## src/rtl/fruit_launcher.sv

```systemverilog
// Launches one object along a ballistic arc with LFSR-randomised start column and velocity.
// Motion advances once every TICK_DIV clocks; x bounces off the screen edges.
module fruit_launcher #(
   parameter int          TICK_DIV = 833333,
   parameter int          GRAVITY  = 1,
   parameter logic [15:0] SEED     = 16'hACE1
) (
   input  logic       clk,
   input  logic       rst,
   input  logic       en,
   input  logic       launch,
   input  logic [9:0] width,
   input  logic [8:0] height,
   output logic [9:0] posx,
   output logic [8:0] posy,
   output logic       visible,
   output logic       busy,
   output logic       done
);

   localparam int TW = (TICK_DIV > 1) ? $clog2(TICK_DIV) : 1;
   localparam logic [TW-1:0]      TICK_LAST = TW'(TICK_DIV - 1);
   localparam logic signed [10:0] GRAV      = 11'(GRAVITY);

   typedef enum logic [1:0] {IDLE, RISE, FALL} state_t;

   state_t             state, state_n;
   logic [15:0]        lfsr;
   logic [TW-1:0]      tick, tick_n;
   logic [9:0]         x, x_n, xmax, launch_x;
   logic signed [3:0]  vx, vx_n;
   logic signed [10:0] y, y_n, vy, vy_n;
   logic signed [10:0] xn, y_step, vy_step;
   logic               done_n;
   logic               height_unused;

   assign height_unused = ^height;
   assign posx = x;

   function automatic logic [8:0] clamp_y(input logic signed [10:0] v);
      if (v[10])              return 9'd0;
      else if (v > 11'sd479)  return 9'd479;
      else                    return v[8:0];
   endfunction

   function automatic logic signed [10:0] sat_vy(input logic signed [10:0] v);
      return (v > 11'sd15) ? 11'sd15 : v;
   endfunction

   always_comb begin
      state_n  = state;
      tick_n   = tick;
      x_n      = x;
      vx_n     = vx;
      y_n      = y;
      vy_n     = vy;
      done_n   = 1'b0;
      xmax     = (width >= 10'd640) ? 10'd0 : 10'd640 - width;
      launch_x = ({1'b0, lfsr[8:0]} > xmax) ? xmax : {1'b0, lfsr[8:0]};
      xn       = $signed({1'b0, x}) + $signed({{7{vx[3]}}, vx});
      y_step   = y + vy;
      vy_step  = sat_vy(vy + GRAV);

      case (state)
         IDLE: begin
            if (en && launch) begin
               x_n     = launch_x;
               vx_n    = $signed({lfsr[12], lfsr[12:10]});
               vy_n    = 11'sd0 - (11'sd12 + $signed({9'd0, lfsr[15:14]}));
               y_n     = 11'sd480;
               tick_n  = '0;
               state_n = RISE;
            end
         end
         default: begin
            if (en) begin
               if (tick == TICK_LAST) begin
                  tick_n = '0;
                  // Bounce: clamp to the edge and reverse horizontal velocity
                  if (xn[10]) begin
                     x_n  = 10'd0;
                     vx_n = -vx;
                  end else if (xn > $signed({1'b0, xmax})) begin
                     x_n  = xmax;
                     vx_n = -vx;
                  end else begin
                     x_n = xn[9:0];
                  end
                  y_n  = y_step;
                  vy_n = vy_step;
                  if (state == RISE && !vy_step[10]) begin
                     state_n = FALL;
                  end else if (state == FALL && y_step >= 11'sd480) begin
                     state_n = IDLE;
                     done_n  = 1'b1;
                  end
               end else begin
                  tick_n = tick + 1'b1;
               end
            end
         end
      endcase
   end

   always_ff @(posedge clk or negedge rst) begin
      if (!rst) begin
         state   <= IDLE;
         lfsr    <= SEED;
         tick    <= '0;
         x       <= '0;
         vx      <= '0;
         y       <= 11'sd480;
         vy      <= '0;
         posy    <= 9'd479;
         visible <= 1'b0;
         busy    <= 1'b0;
         done    <= 1'b0;
      end else begin
         lfsr    <= {1'b0, lfsr[15:1]} ^ (lfsr[0] ? 16'hB400 : 16'h0000);
         state   <= state_n;
         tick    <= tick_n;
         x       <= x_n;
         vx      <= vx_n;
         y       <= y_n;
         vy      <= vy_n;
         posy    <= clamp_y(y_n);
         visible <= (state_n != IDLE) && !y_n[10] && (y_n <= 11'sd479);
         busy    <= (state_n != IDLE);
         done    <= done_n;
      end
   end

endmodule
```

## config.mk

```make
export PLATFORM = sky130hd
export DESIGN_NAME = fruit_launcher
export DESIGN_NICKNAME = d
export VERILOG_FILES = /design/src/rtl/fruit_launcher.sv
export SDC_FILE = /design/constraint.sdc
export NUM_CORES = 1
export LEC_CHECK = 0
export CAP_MARGIN = 20
export CORE_ASPECT_RATIO = 0.9
export CORE_MARGIN = 1.5
export CORE_UTILIZATION = 35
export DETAILED_ROUTE_END_ITERATION = 16
export DONT_BUFFER_PORTS = 1
export PLACE_DENSITY = 0.48
export SLEW_MARGIN = 20
export SYNTH_ARGS = -nofsm -noshare
export SYNTH_HDL_FRONTEND = slang
export SYNTH_SLANG_ARGS = --single-unit
```

## constraint.sdc

```tcl
create_clock -name clk -period 3.3 [get_ports clk]
set_clock_uncertainty 0.05 [all_clocks]
set_input_delay 0.33 -clock clk [delete_from_list [all_inputs] [get_ports clk]]
set_output_delay 0.33 -clock clk [all_outputs]
set_load 0.02 [all_outputs]
```

==> run_results.csv, run 1 <==
group,metric,value,unit
die,io_pins,45,
pwr,p_sw,1460,uW
pwr,clock_power_share,27.2,%
placed_design,gp_congestion,0.8724,
pwr,seq_power_share,32.0,%
die,die_w,138.8,um
yosys,synth-edff-count,0,
clock_network,clockBufferDepth,2,
timing,period_share,101.2,%
pwr,cellLeakagePower,0.003129,uW
hold_path,hp-start,"en",
global_routing,grt_pass1_wl,25900,um
yosys,synth-warning-count,0,
hold_path,min_path_type,"primary input to register",
drt,routed_via_density,5.543,
drt,ant_nets,0,
drt,drt-initial-drc-count,332,
worst_setup_path,critPathSlowestCell,"fa_2",
yosys,syn_nets,696,
drt,drc,0,
timing,max_clock_freq,299.3,MHz
layout,syn_to_final_growth,22.17,%
yosys,syn_area,0.005812,mm^2
global_routing,use_met1,26.38,%
timing,finalHoldViolCount,0,
worst_setup_path,rr_startpoint,"posx[0]",
pwr,power.density,578.4,mW/mm^2
clock_network,cts_sinks,86,
timing,period_minus_slack,3341,ps
timing,slew-limit-headroom,46.62,%
placed_design,hpwl,11450,um
global_routing,gr-max-usage-layer,"met2",
die,die_h,125.3,um
layout,nets,756,
pwr,internal_power,2647,uW
clock_network,root_buffer,"clkbuf_16",
timing,setup_viol,9,
timing,maxSlewViolCount,0,
global_routing,grt_pass1_vias,4915,
run,max_cap_violations,0,
clock_network,cts_made_buffers,9,
drt,routed-via-count,4972,
timing,rsz0062_at_grt,"yes",
yosys,async_reset_ff_share,100.0,%
timing,tightest_slew,793.4,ps
yosys,synth.yosys.seq_area_share,37.46,%
layout,diodes,0,
yosys,avgSynthCellArea,9.299,um^2
yosys,ys_ff_latch,86,
worst_setup_path,cp-end-kind,"register",
layout,final_cell_mix,"dfrtp_1 (65), buf_4 (65), nor2_1 (51)",
worst_setup_path,cp_data_required_time,3470,ps
worst_setup_path,start_kind,"register",
die,core_area,0.01619,mm^2
drt,drt_wl_total,15860,um
worst_setup_path,critPathArrivalTime,3510,ps
status,violations,"negative setup slack",
placed_design,portBuffers,0,
layout,stdcell_count,897,
global_routing,use_met3,3.983,%
worst_setup_path,cpPeakStageDelay,400,ps
clock_network,cts_max_level,3,
die,start_util,35.91,%
die,row_count,44,
yosys,synth-main-ff-cell,"dfrtp_1",
clock_network,worstSkewPairLatency,340,ps
global_routing,grt_remaining_overflow,0,
layout,drive_gt1_share,23.77,%
timing,worst_slack,-41.04,ps
die,dieArea,0.01739,mm^2
clock_network,clkTransAtPathRegs,60,ps
pwr,vdd_drop_max,0.0002888,V
worst_setup_path,crit_chain,"ha_2 > inv_2 > fa_2 > nor2b_4 > o2111ai_4 > a31oi_4 > xor2_2 > ha_1 > a21o_1 > a21oi_4 > nand3_4 > a21oi_2 > a221oi_2 > o32a_1",
worst_setup_path,path_buf_inv,1,
worst_setup_path,crit_family,"compound AO/OA/AOI/OAI gates",
worst_setup_path,critical_path_class,"register to register",
global_routing,grt_max_degree,87,
global_routing,antenna_found_initial,0,
global_routing,track_usage,18.65,%
worst_setup_path,critPathLaunch,"posx[0]",
drt,dr.pass1.iters,5,
clock_network,cts_tree,"built",
drt,routedWlPerCell,17.68,um
placed_design,dpl.cell_count,869,
yosys,ys_types,78,
worst_setup_path,cp_max_fo,4,
pwr,switching_share,35.55,%
layout,fin_util,43.87,%
yosys,netlist_instances,625,
global_routing,gr-usage-met2,29.41,%
status,status,"finished, violations left",
pwr,comb_power_share,40.8,%
metal layers:
layer | wire length [um] | up-vias
met5 | 0 | -
met4 | 108 | 0
met3 | 631 | 11
met2 | 7115 | 106
met1 | 8001 | 2434
li1 | - | 2421
power groups by stage:
stage	combinational (uW)	clock, uW	sequential, uW
floorplan	839	0	1320
global placement	1280	0	1330
detailed placement	1300	0	1330
CTS	1440	1150	1310
global route	1820	1200	1330
finish	1680	1120	1310
cells in the mapped netlist (3+ instances only):
library cell	number	share of area, %
dfrtp_1	66	28
nand2b_1	3	0.32
nand3b_1	3	0.39
a31oi_1	10	1.1
o21a_1	7	0.90
o22ai_1	4	0.43
or4_4	3	0.58
nand3_1	35	3.0
o31ai_1	6	0.77
xnor2_1	16	2.4
o21ai_0	31	2.7
a32oi_1	4	0.60
nand4_1	9	0.97
and2_1	5	0.54
nor2b_1	4	0.43
nor4bb_1	3	0.52
a21boi_0	4	0.52
a21oi_1	37	3.2
nor3_1	13	1.1
a21o_1	13	1.7
xor2_1	23	3.5
dfstp_2	20	9.0
or2_2	7	0.75
and3_1	9	0.97
a221oi_1	3	0.45
clkbuf_1	15	0.97
nand2_1	44	2.8
ha_1	46	9.9
o211ai_1	12	1.6
nor2_1	51	3.3
mux2i_1	11	1.9
inv_1	35	2.3
or3_1	7	0.75
nor4_1	7	0.75
a311oi_1	3	0.45
what timing repair did:
| action | in CTS | in global routing |
|---|---|---|
| hold buffers | 2 | 0 |
| cloned | 0 | 1 |
| buffers inserted | 6 | 3 |
| pin swaps | 10 | 19 |
| setup endpoints to repair | 13 | 16 |
| endpoints found under the hold margin | 86 | 0 |
| resized for setup | 22 | 24 |
logic make-up after synthesis:
family	count (synthesis)	synth area share, %
AND/OR/NAND/NOR	219	20.06
AO/OA/AOI/OAI	162	19.18
flip-flops	86	37.46
buffers and inverters	56	3.918
adder cells (fa/ha/maj)	48	10.59
XOR/XNOR	40	6.265
multiplexers	14	2.519
sequential cells by signal (all words and copies together), names as in the netlist, 2 cells and up:
signal and cells:
lfsr 16, vx 4, y 11, posx 10, state 2, vy 11
posy 9, tick 20
worst reg2reg max path: cells and delay by family, from the launching register on:
kind | cells | cell delay [ps]
AOI/OAI and AO/OA | 7 | 1430
buffers and inverters | 1 | 40
adders and majority gates | 3 | 870
xor gates and xnor gates | 1 | 180
and+or+nand+nor | 2 | 290
DFF | 1 | 370
area by class of cell:
class,instances,area (um^2)
Tap cell,207,259.0
Sequential cell,86,2178
Inverter,36,135.1
Clock buffer,9,225.2
Timing Repair Buffer,69,570.5
Fill cell,1597,9085
Clock inverter,7,97.59
Multi-Input combinational cell,483,3635
per-stage QoR:
stage | hold slack [ps] | setup TNS (ps) | power, uW | setup slack (ps) | instance area [um^2]
after CTS | 251.0 | 0 | 3912 | 23.41 | 6928
after global routing | 296.6 | -1884 | 4343 | -184.9 | 7101
after detailed placement | -10.55 | -3178 | 2626 | -323.2 | 6419
after global placement | -11.06 | -2464 | 2612 | -240.6 | 6419
after floorplan | -15.59 | 0 | 2155 | 32.99 | 5814
final | 260.8 | -244.2 | 4107 | -41.04 | 7101
worst paths after layout:
| path | endpoint | slack (ps) | cells after the start |
|---|---|---|---|
| hold reg to reg | lfsr[8] | 320 | 0 |
| min in group asynchronous | posx[7] | 480 | 2 |
| hold / removal | tick[0] | 260 | 3 |
| max in group asynchronous | lfsr[15] | 2280 | 2 |
| setup / recovery | vx[2] | -40 | 14 |
| setup reg to reg | vx[2] | -40 | 14 |
Power figures use the tool's default switching activity.
==> run 2, diff against run 1 <==
Settings changed: ABC_AREA set to 1, CAP_MARGIN 20 to not set.
==> run 2 against run 1 <==
Net effect: the flow now finishes without violations; clock power hardly changed; combinational power decreased by 56%; core utilization is 2.7 points lower; hold slack worse by 31 ps; sequential cell count did not move; cell count increased by 36%; sequential share of layout area decreased by 1.7 points; critical path depth grew 5; power fell by 25%; register-to-register slack improved by 240 ps; highest routed layer unchanged.
==> run_results.csv, run 2 <==
group,metric,value,unit
global_routing,grt_pass1_wl,27910,um
die,io_pins,45,
yosys,synth_top_cell_by_area,"dfrtp_1",
yosys,synth-xor-area-share,3.097,%
yosys,synth_top_family_by_area,"simple AND/OR/NAND/NOR gates",
layout,drive_gt1_share,14.64,%
yosys,async_reset_ff_share,100.0,%
yosys,netlist_instances,939,
clock_network,cts_sinks,86,
worst_setup_path,cp-end-kind,"register",
drt,routedWlPerCell,13.59,um
layout,diodes,0,
clock_network,clockBufferDepth,2,
global_routing,grt_pass1_vias,5552,
timing,period_share,94.04,%
global_routing,grt_max_degree,87,
layout,fillers,1995,
worst_setup_path,cp_data_required_time,3520,ps
timing,period_minus_slack,3103,ps
clock_network,clkTransAtPathRegs,70,ps
timing,maxSlewViolCount,0,
pwr,vdd_drop_max,0.0002327,V
placed_design,hpwl,12410,um
clock_network,cts_made_buffers,9,
drt,drc,0,
layout,final_common_cell,"nand2_1",
drt,ant_nets,0,
drt,routed-via-count,5714,
layout,largest_reg_flops,20,
clock_network,cts_tree,"built",
worst_setup_path,critical_path_class,"register to register",
layout,top_register,"tick",
timing,tightest_slew,683.4,ps
clock_network,worstSkewPairLatency,350,ps
yosys,synth-warning-count,0,
global_routing,grt_remaining_overflow,0,
pwr,cellLeakagePower,0.004063,uW
timing,finalHoldViolCount,0,
yosys,synth.yosys.seq_area_share,33.47,%
die,die_h,132.3,um
drt,drt_wl_total,16600,um
yosys,synth-main-ff-cell,"dfrtp_1",
worst_setup_path,start_kind,"register",
timing,max_clock_freq,322.3,MHz
layout,syn_to_final_growth,15.64,%
worst_setup_path,cpPeakStageDelay,480,ps
worst_setup_path,critPathArrivalTime,3330,ps
die,core_area,0.01829,mm^2
drt,drt-initial-drc-count,233,
global_routing,antenna_found_initial,0,
layout,nets,1043,
timing,worst_slack,196.8,ps
yosys,syn_area,0.006504,mm^2
layout,reg_top3,"tick (20), lfsr (16)",
yosys,ys_types,44,
yosys,synthSimpleGateAreaFrac,35.17,%
placed_design,portBuffers,0,
clock_network,root_buffer,"clkbuf_16",
layout,final_area,0.007521,mm^2
yosys,synthMuxAreaShare,0.1539,%
layout,final_cell_mix,"nand2_1 (256), inv_1 (153), nor2_1 (92)",
drt,routed_via_density,4.676,
placed_design,gp_congestion,0.8205,
yosys,avgSynthCellArea,6.926,um^2
yosys,yosys.area_share.adder,9.465,%
worst_setup_path,cp_max_fo,5,
timing,slew-limit-headroom,53.96,%
pwr,power.density,408.3,mW/mm^2
placed_design,dpl_cell_area,0.006945,mm^2
layout,fin_util,41.12,%
worst_setup_path,cp_common_cell,"nand2_1",
worst_setup_path,critPathSlowestCell,"dfrtp_2",
yosys,synth.most_common_cell,"nand2_1",
timing,setup-tns-final,0,ps
status,status,"complete, no violations",
yosys,ys_ff_latch,86,
yosys,syn_nets,1010,
yosys,synth-edff-count,0,
yosys,ys_top_cells_by_area,"dfrtp_1 (25%), nand2_1 (15%), inv_1 (8.9%), ha_1 (8.8%), dfstp_2 (8.1%)",
drt,dr.pass1.iters,4,
die,row_count,47,
die,dieArea,0.01941,mm^2
hold_path,min_path_type,"primary input to register",
die,start_util,35.56,%
yosys,netlist.area_leader.share,25.39,%
global_routing,track_usage,18.11,%
placed_design,pre_cts_slack,-36.88,ps
timing,setup_viol,0,
yosys,yosys-top-cells-count,"nand2_1 (260), inv_1 (155), nor2_1 (96)",
yosys,synth_compound_area_share,7.753,%
die,die_w,146.7,um
run,max_cap_violations,0,
clock_network,cts_max_level,3,
worst_setup_path,crit_chain,"ha_4 > nand2_1 > inv_1 > nand2_1 > nand2_1 > a21oi_2 > xor2_2 > inv_1 > ha_4 > nand2_2 > nor2_2 > buf_4 > nand4_1 > buf_4 > nand4_1 > nand2_1 > nor2_2 > nor2_2 > nor2_1",
## run 2: cell count changes after synthesis, moves of 13 or more
| cell | change |
|---|---|
| nor2_1 | +45 |
| inv_1 | +120 |
| a21o_1 | -13 |
| nand2_1 | +216 |
| inv_2 | +14 |
| nand3_1 | +43 |
| nand4_1 | +18 |
## run 2: per-stage QoR
step / hold slack [ps] / instances / total power (uW)
CTS: 219.9 / 1215 / 3062
global route: 268.1 / 1222 / 3277
detailed placement: -10.79 / 1197 / 1902
global placement: -11.46 / 1197 / 1902
floorplan: -15.59 / 939 / 1723
finish: 230.0 / 1222 / 3071
## run 2: cell families after synthesis
kind of cell               after synthesis
muxes                                    1
adders and majority gates               48
buffers and inverters                  184
and+or+nand+nor                        509
xor gates and xnor gates                23
AOI/OAI and AO/OA                       88
DFF                                     86
## run 2: path summary, 6_finish.rpt
path / depth (start not counted) / endpoint / slack (ps) / startpoint
min in group asynchronous: 2 / posx[5] / 480 / rst
worst max-delay path: 19 / posx[8] / 200 / vx[3]
max in group asynchronous: 2 / lfsr[15] / 2310 / rst
worst min register to register: 0 / lfsr[8] / 300 / lfsr[9]
worst max register to register: 19 / posx[8] / 200 / vx[3]
worst min-delay path: 4 / state[1] / 230 / en
## run 2: metal layers
layer / global-route usage (%) / vias to the layer above / part of all wire [%]
li1: - / 3024 / -
met3: 3.218 / 10 / 3.0
met1: 26.71 / 2610 / 54
met2: 27.38 / 70 / 42
met5: 0 / - / 0
met4: 4.209 / 0 / 0.92
## run 2: layout make-up
cell class / instances / area [um^2] / area share, %
multi-input cells: 669 / 3782 / 50.29
flip-flops and latches: 86 / 2178 / 28.96
clock buffers: 10 / 229.0 / 3.044
well taps: 245 / 306.5 / 4.076
clock inverters: 6 / 86.33 / 1.148
inverters: 170 / 638.1 / 8.484
repair buffers: 36 / 300.3 / 3.993
## run 2: report_power, final
part / switching (uW) / leakage (uW) / internal, uW
logic: 465 / 0.00289 / 281
clock network: 440 / 0.000152 / 663
registers: 90.6 / 0.00102 / 1130
total: 995 / 0.00406 / 2080
## run 2: timing repair
action,CTS,global route
hold buffers,2,0
gates resized for setup,4,29
cloned,0,0
hold endpoints to repair,86,0
endpoints found under the setup margin,2,13
pin swaps,1,11
buffers inserted,0,7
## run 2: worst max-delay path, delay by kind of cell (launching register included)
kind	cells	cell delay, ps
AO/OA/AOI/OAI	1	160
XOR/XNOR	1	230
adder cells (fa/ha/maj)	2	540
buffers and inverters	4	530
flip-flops	1	480
AND/OR/NAND/NOR	11	1040
